==> config.mk <==
export PLATFORM = sky130hd
export DESIGN_NAME = mem_load_stage
export DESIGN_NICKNAME = d
export VERILOG_FILES = /design/src/rtl/mem_load_stage.sv
export SDC_FILE = /design/constraint.sdc
export NUM_CORES = 1
export LEC_CHECK = 0
export CORE_MARGIN = 3
export CORE_UTILIZATION = 43
export DETAILED_ROUTE_END_ITERATION = 8
export PLACE_DENSITY_LB_ADDON = 0.1
export SLEW_MARGIN = 20
export SYNTH_ARGS = -nofsm -noshare
export SYNTH_HDL_FRONTEND = slang
export SYNTH_SLANG_ARGS = --single-unit
==> constraint.sdc <==
create_clock -name clk -period 2 [get_ports clk]
set_input_delay 0.2 -clock clk [delete_from_list [all_inputs] [get_ports clk]]
set_output_delay 0.2 -clock clk [all_outputs]
set_load 0.01 [all_outputs]
==> src/rtl/mem_load_stage.sv <==
// Memory/load pipeline stage: waits for data responses and aligns load data for writeback.
// Tracks responses still owed to flushed loads so that they never reach a later instruction.
module mem_load_stage #(
  parameter int unsigned CANCEL_MAX = 2,
  parameter logic [31:0] RESET_PC   = 32'hbfc00000
) (
  input  logic        clk,
  input  logic        reset,
  input  logic        flush,
  input  logic        es_to_ms_valid,
  output logic        ms_allowin,
  input  logic [31:0] es_pc,
  input  logic [31:0] es_alu_result,
  input  logic [31:0] es_rt_value,
  input  logic [4:0]  es_dest,
  input  logic        es_gr_we,
  input  logic        es_mem_req,
  input  logic [6:0]  es_load_op,
  input  logic        data_ok,
  input  logic [31:0] data_rdata,
  input  logic        ws_allowin,
  output logic        ms_to_ws_valid,
  output logic [31:0] ms_pc,
  output logic [4:0]  ms_dest,
  output logic        ms_gr_we,
  output logic [31:0] ms_result,
  output logic        ms_fwd_valid,
  output logic        ms_load_pending
);

  localparam logic [2:0] CancelMax = 3'(CANCEL_MAX);

  // One-hot load opcode bit positions: {lw,lb,lbu,lh,lhu,lwl,lwr}
  localparam int unsigned OpLw  = 6;
  localparam int unsigned OpLb  = 5;
  localparam int unsigned OpLbu = 4;
  localparam int unsigned OpLh  = 3;
  localparam int unsigned OpLhu = 2;
  localparam int unsigned OpLwl = 1;
  localparam int unsigned OpLwr = 0;

  logic        ms_valid;
  logic [31:0] ms_alu_result;
  logic [31:0] ms_rt_value;
  logic        mem_req_r;
  logic [6:0]  load_op_r;
  logic        buf_valid;
  logic [31:0] buf_data;
  logic [2:0]  cancel_cnt;
  logic [2:0]  cancel_cnt_d;

  logic        cancel_zero;
  logic        has_data;
  logic        ms_ready_go;
  logic        buf_capture;
  logic        cnt_inc;
  logic        cnt_dec;

  assign cancel_zero     = (cancel_cnt == 3'd0);
  assign has_data        = buf_valid | (data_ok & cancel_zero);
  assign ms_ready_go     = ~mem_req_r | has_data;
  // Reset gating keeps handshake outputs defined before the first reset edge.
  assign ms_allowin      = reset |
                           ((~ms_valid | (ms_ready_go & ws_allowin)) & (cancel_cnt != CancelMax));
  assign ms_to_ws_valid  = ~reset & ms_valid & ms_ready_go & ~flush;
  assign ms_fwd_valid    = ~reset & ms_valid & ms_ready_go;
  assign ms_load_pending = ~reset & ms_valid & mem_req_r & ~has_data;

  assign buf_capture = ms_valid & mem_req_r & ~buf_valid & data_ok & cancel_zero &
                       ~ws_allowin & ~flush;

  assign cnt_dec = data_ok & ~cancel_zero;
  assign cnt_inc = flush & ms_valid & mem_req_r & ~has_data;

  always_comb begin
    cancel_cnt_d = cancel_cnt;
    if (cnt_dec) cancel_cnt_d = cancel_cnt_d - 3'd1;
    if (cnt_inc && cancel_cnt_d != CancelMax) cancel_cnt_d = cancel_cnt_d + 3'd1;
  end

  // Load data alignment
  logic [31:0] rd;
  logic [31:0] rd_shr;
  logic [15:0] rd_half;
  logic [5:0]  sh_k;
  logic [5:0]  sh_lwl;
  logic [31:0] mask_lwl;
  logic [31:0] mask_lwr;
  logic [31:0] load_res;

  always_comb begin
    rd       = buf_valid ? buf_data : data_rdata;
    sh_k     = {1'b0, ms_alu_result[1:0], 3'b000};
    sh_lwl   = 6'd24 - sh_k;
    rd_shr   = rd >> sh_k;
    rd_half  = ms_alu_result[1] ? rd[31:16] : rd[15:0];
    // lwl keeps the rt bytes below the merged data; lwr keeps those above it.
    mask_lwl = 32'hffff_ffff >> (sh_k + 6'd8);
    mask_lwr = ~(32'hffff_ffff >> sh_k);
    load_res = 32'd0;
    unique case (1'b1)
      load_op_r[OpLw]:  load_res = rd;
      load_op_r[OpLb]:  load_res = {{24{rd_shr[7]}}, rd_shr[7:0]};
      load_op_r[OpLbu]: load_res = {24'd0, rd_shr[7:0]};
      load_op_r[OpLh]:  load_res = ms_alu_result[0] ? 32'd0 : {{16{rd_half[15]}}, rd_half};
      load_op_r[OpLhu]: load_res = ms_alu_result[0] ? 32'd0 : {16'd0, rd_half};
      load_op_r[OpLwl]: load_res = (rd << sh_lwl) | (ms_rt_value & mask_lwl);
      load_op_r[OpLwr]: load_res = rd_shr | (ms_rt_value & mask_lwr);
      default:          load_res = 32'd0;
    endcase
    ms_result = (|load_op_r) ? load_res : ms_alu_result;
  end

  always_ff @(posedge clk) begin
    if (reset) begin
      ms_valid      <= 1'b0;
      ms_pc         <= RESET_PC;
      ms_alu_result <= 32'd0;
      ms_rt_value   <= 32'd0;
      ms_dest       <= 5'd0;
      ms_gr_we      <= 1'b0;
      mem_req_r     <= 1'b0;
      load_op_r     <= 7'd0;
      buf_valid     <= 1'b0;
      buf_data      <= 32'd0;
      cancel_cnt    <= 3'd0;
    end else begin
      if (flush) begin
        ms_valid <= 1'b0;
      end else if (ms_allowin) begin
        ms_valid <= es_to_ms_valid;
      end
      if (es_to_ms_valid && ms_allowin) begin
        ms_pc         <= es_pc;
        ms_alu_result <= es_alu_result;
        ms_rt_value   <= es_rt_value;
        ms_dest       <= es_dest;
        ms_gr_we      <= es_gr_we;
        mem_req_r     <= es_mem_req;
        load_op_r     <= es_load_op;
      end
      if (flush || (ms_to_ws_valid && ws_allowin)) begin
        buf_valid <= 1'b0;
      end else if (buf_capture) begin
        buf_valid <= 1'b1;
        buf_data  <= data_rdata;
      end
      cancel_cnt <= cancel_cnt_d;
    end
  end

endmodule
==> results.yml <==
clock_network:
  cts_tree: "yes"
  clock_latency_ns: 0.43
  cts_buffer_depth: 2
  root_buffer: "clkbuf_16"
  clkTransAtPathRegs_ns: 0.07
  cts.sinks: 147
  numCtsBuffers: 17
  postCtsHoldBufs: 0
  htree_levels: 4
synth:
  ys_seq_elements: 147
  synth-xor-area-share: 0.00323
  synth-main-ff-cell: "dfxtp_1"
  synth_compound_area_frac: 0.148
  synth_top_family_by_area: "multiplexers"
  synth_mux_area_frac: 0.283
  synthDistinctLibCells: 57
  syn-cell-area_sq_um: 8130
  synth_edf_count: 0
  yosysSeqAreaShare: 0.362
  synth_fp_nets: 1039
  yosys_warnings: 0
  synthArstFlopShare: 0
  yosysTopAreaCell: "dfxtp_1"
  yosysMostFrequentCell: "nor2_1"
  yosys.area.top_type_share: 0.362
  synthSimpleGateAreaFrac: 0.144
  synth_area_per_cell_sq_um: 9.18
  synthCells: 886
  synthAdderAreaFrac: 0.00769
  synthTopCellsByArea: "dfxtp_1, mux2i_1, nor2_1"
  ys_top_cells_by_count: "nor2_1, mux2i_1, dfxtp_1, mux2_2, nand2_1"
pwr:
  total_power_uw: 13400
  p_leak_uw: 0.00586
  power_density_nw_per_um2: 943
  ir_worst_vdd_mv: 0.752
status:
  violations: "setup timing"
  status: "finished, violations left"
detailed_routing:
  vias: 8824
  drc: 0
  wire_per_inst_microns: 21.8
  drt_first_iter_violations: 840
  firstDrtPassIters: 8
  route.antenna.remaining_nets: 0
  vias_per_cell: 5.80
  routed_wirelength_mm: 33.2
final_layout:
  drive_gt1_frac: 0.372
  diodes: 0
  area_delta_synth_final_pct: 74.4
  seqCellArea_sq_um: 2950
  fillerInstances: 1226
  multi_input_area_sq_um: 5730
  finalNonFillerCells: 1522
  finish.net_count: 1433
  fin_area_sq_um: 14200
placed_design:
  dp_hpwl_mm: 21.3
  gp_congestion: 0.989
  placed_cells: 1430
  portBuffers: 221
  post_dp_cell_area_sq_um: 11700
worst_setup_path:
  reg2reg_slack_ns: -0.20
  crit_path_start_kind: "register"
  cp_data_required_time_ns: 1.80
  worst-path-max-fanout: 6
  cp-end-kind: "output port"
  crit_type: "register to output port"
  cp_data_arrival_time_ns: 2.43
die:
  ioPinCount: 222
  coreArea_sq_um: 18300
  die_x_microns: 144
  start_util: 0.445
  fp-row-count: 49
  die_height_microns: 144
  die_area_sq_um: 20600
grt:
  grt_usage: 0.294
  grt_max_degree: 119
  antenna_found_initial: 0
  grt_pass1_wl_mm: 47.2
  gr-total-overflow: 0
  grt_pass1_vias: 8847
timing:
  fin_crit_sh: 1.31
  setup_violations: 149
  hold_violations: 0
  final_max_slew_viol_count: 0
  fin_skew_ns: 0.00808
  layout_setup_ws_ns: -0.626
  fmax_mhz: 381
  tns_ns: -32.41
  slew_headroom: 0.621
  whs_ns: 0.310
  rsz0062_at_grt: "true"
  fin_crit_ns: 2.63
  worst_slew_pin_slew_ns: 0.569
hold_path:
  min_path_type: "input pin to register"
flow_run:
  drv_cap: 0
==> state kept, by name, indices dropped and copies added, names as in the netlist <==
name           count
ms_gr_we           1
ms_alu_result     32
buf_data          32
load_op_r          7
buf_valid          1
ms_rt_value       32
ms_valid           1
ms_pc             32
cancel_cnt         3
ms_dest            5
mem_req_r          1
==> logic make-up after synthesis <==
logic type,Yosys count
xor+xnor,3
flops,147
mux,223
fa+ha+maj,5
compound gates,158
buf+inv,81
simple gates,269
==> metal layers <==
metal | share of wire | global-route usage | vias up
li1 | - | - | 4019
met1 | 0.39 | 0.359 | 4175
met2 | 0.48 | 0.479 | 483
met3 | 0.084 | 0.0755 | 147
met4 | 0.053 | 0.154 | 0
met5 | 0 | 0 | -
==> critical path, cell delays in order, from the launching register on <==
cell and delay, ns:
dfxtp_4 0.43, buf_8 0.15, buf_12 0.10, mux2_4 0.32, buf_4 0.14, a22oi_1 0.18, nand2_1 0.12, a211oi_2 0.29
a31oi_4 0.13, buf_6 0.14
==> final cells by class <==
cell class | instances | share of cell area
repair buffers | 446 | 0.323
clock buffers | 18 | 0.0303
clock inverters | 14 | 0.0114
flip-flops and latches | 147 | 0.208
well taps | 229 | 0.0202
inverters | 10 | 0.00265
multi-input cells | 658 | 0.404
==> power breakdown <==
group          switching (uW)  total [uW]  internal [uW]
combinational            3010        6540           3530
sequential                273        3560           3290
clock                    1490        3270           1780
==> layout by cell type (no fill, tap or decap), types with 16 or more instances in the layout <==
cell type	count
clkdlybuf4s50_1	184
mux2i_2	17
clkbuf_16	28
nor2_1	168
mux2_4	38
buf_2	30
dfxtp_1	144
mux2_2	16
nand2_1	36
buf_4	144
buf_12	22
buf_6	35
mux2i_1	145
==> final timing paths <==
kind | start | to | cells past startpoint
max | ms_alu_result[0] | ms_result[18] | 9
min | reset | ms_rt_value[9] | 3
max reg2reg | buf_valid | ms_rt_value[21] | 12
min reg2reg | ms_pc[19] | ms_pc[19] | 2
==> through the flow <==
step / utilization / setup WS (ns)
3_5_place_dp: 0.642 / -0.682
6_report: 0.776 / -0.626
3_3_place_gp: 0.642 / -0.670
5_1_grt: 0.776 / -0.687
2_1_floorplan: - / 0.00829
4_1_cts: 0.724 / -0.631
==> repair_timing <==
action                     CTS  global route
setup endpoints to repair   37           145
pin swaps                   65            73
gates resized for setup    298           119
buffers inserted            30            19
cloned                       7            13
Power figures use the tool's default switching activity.
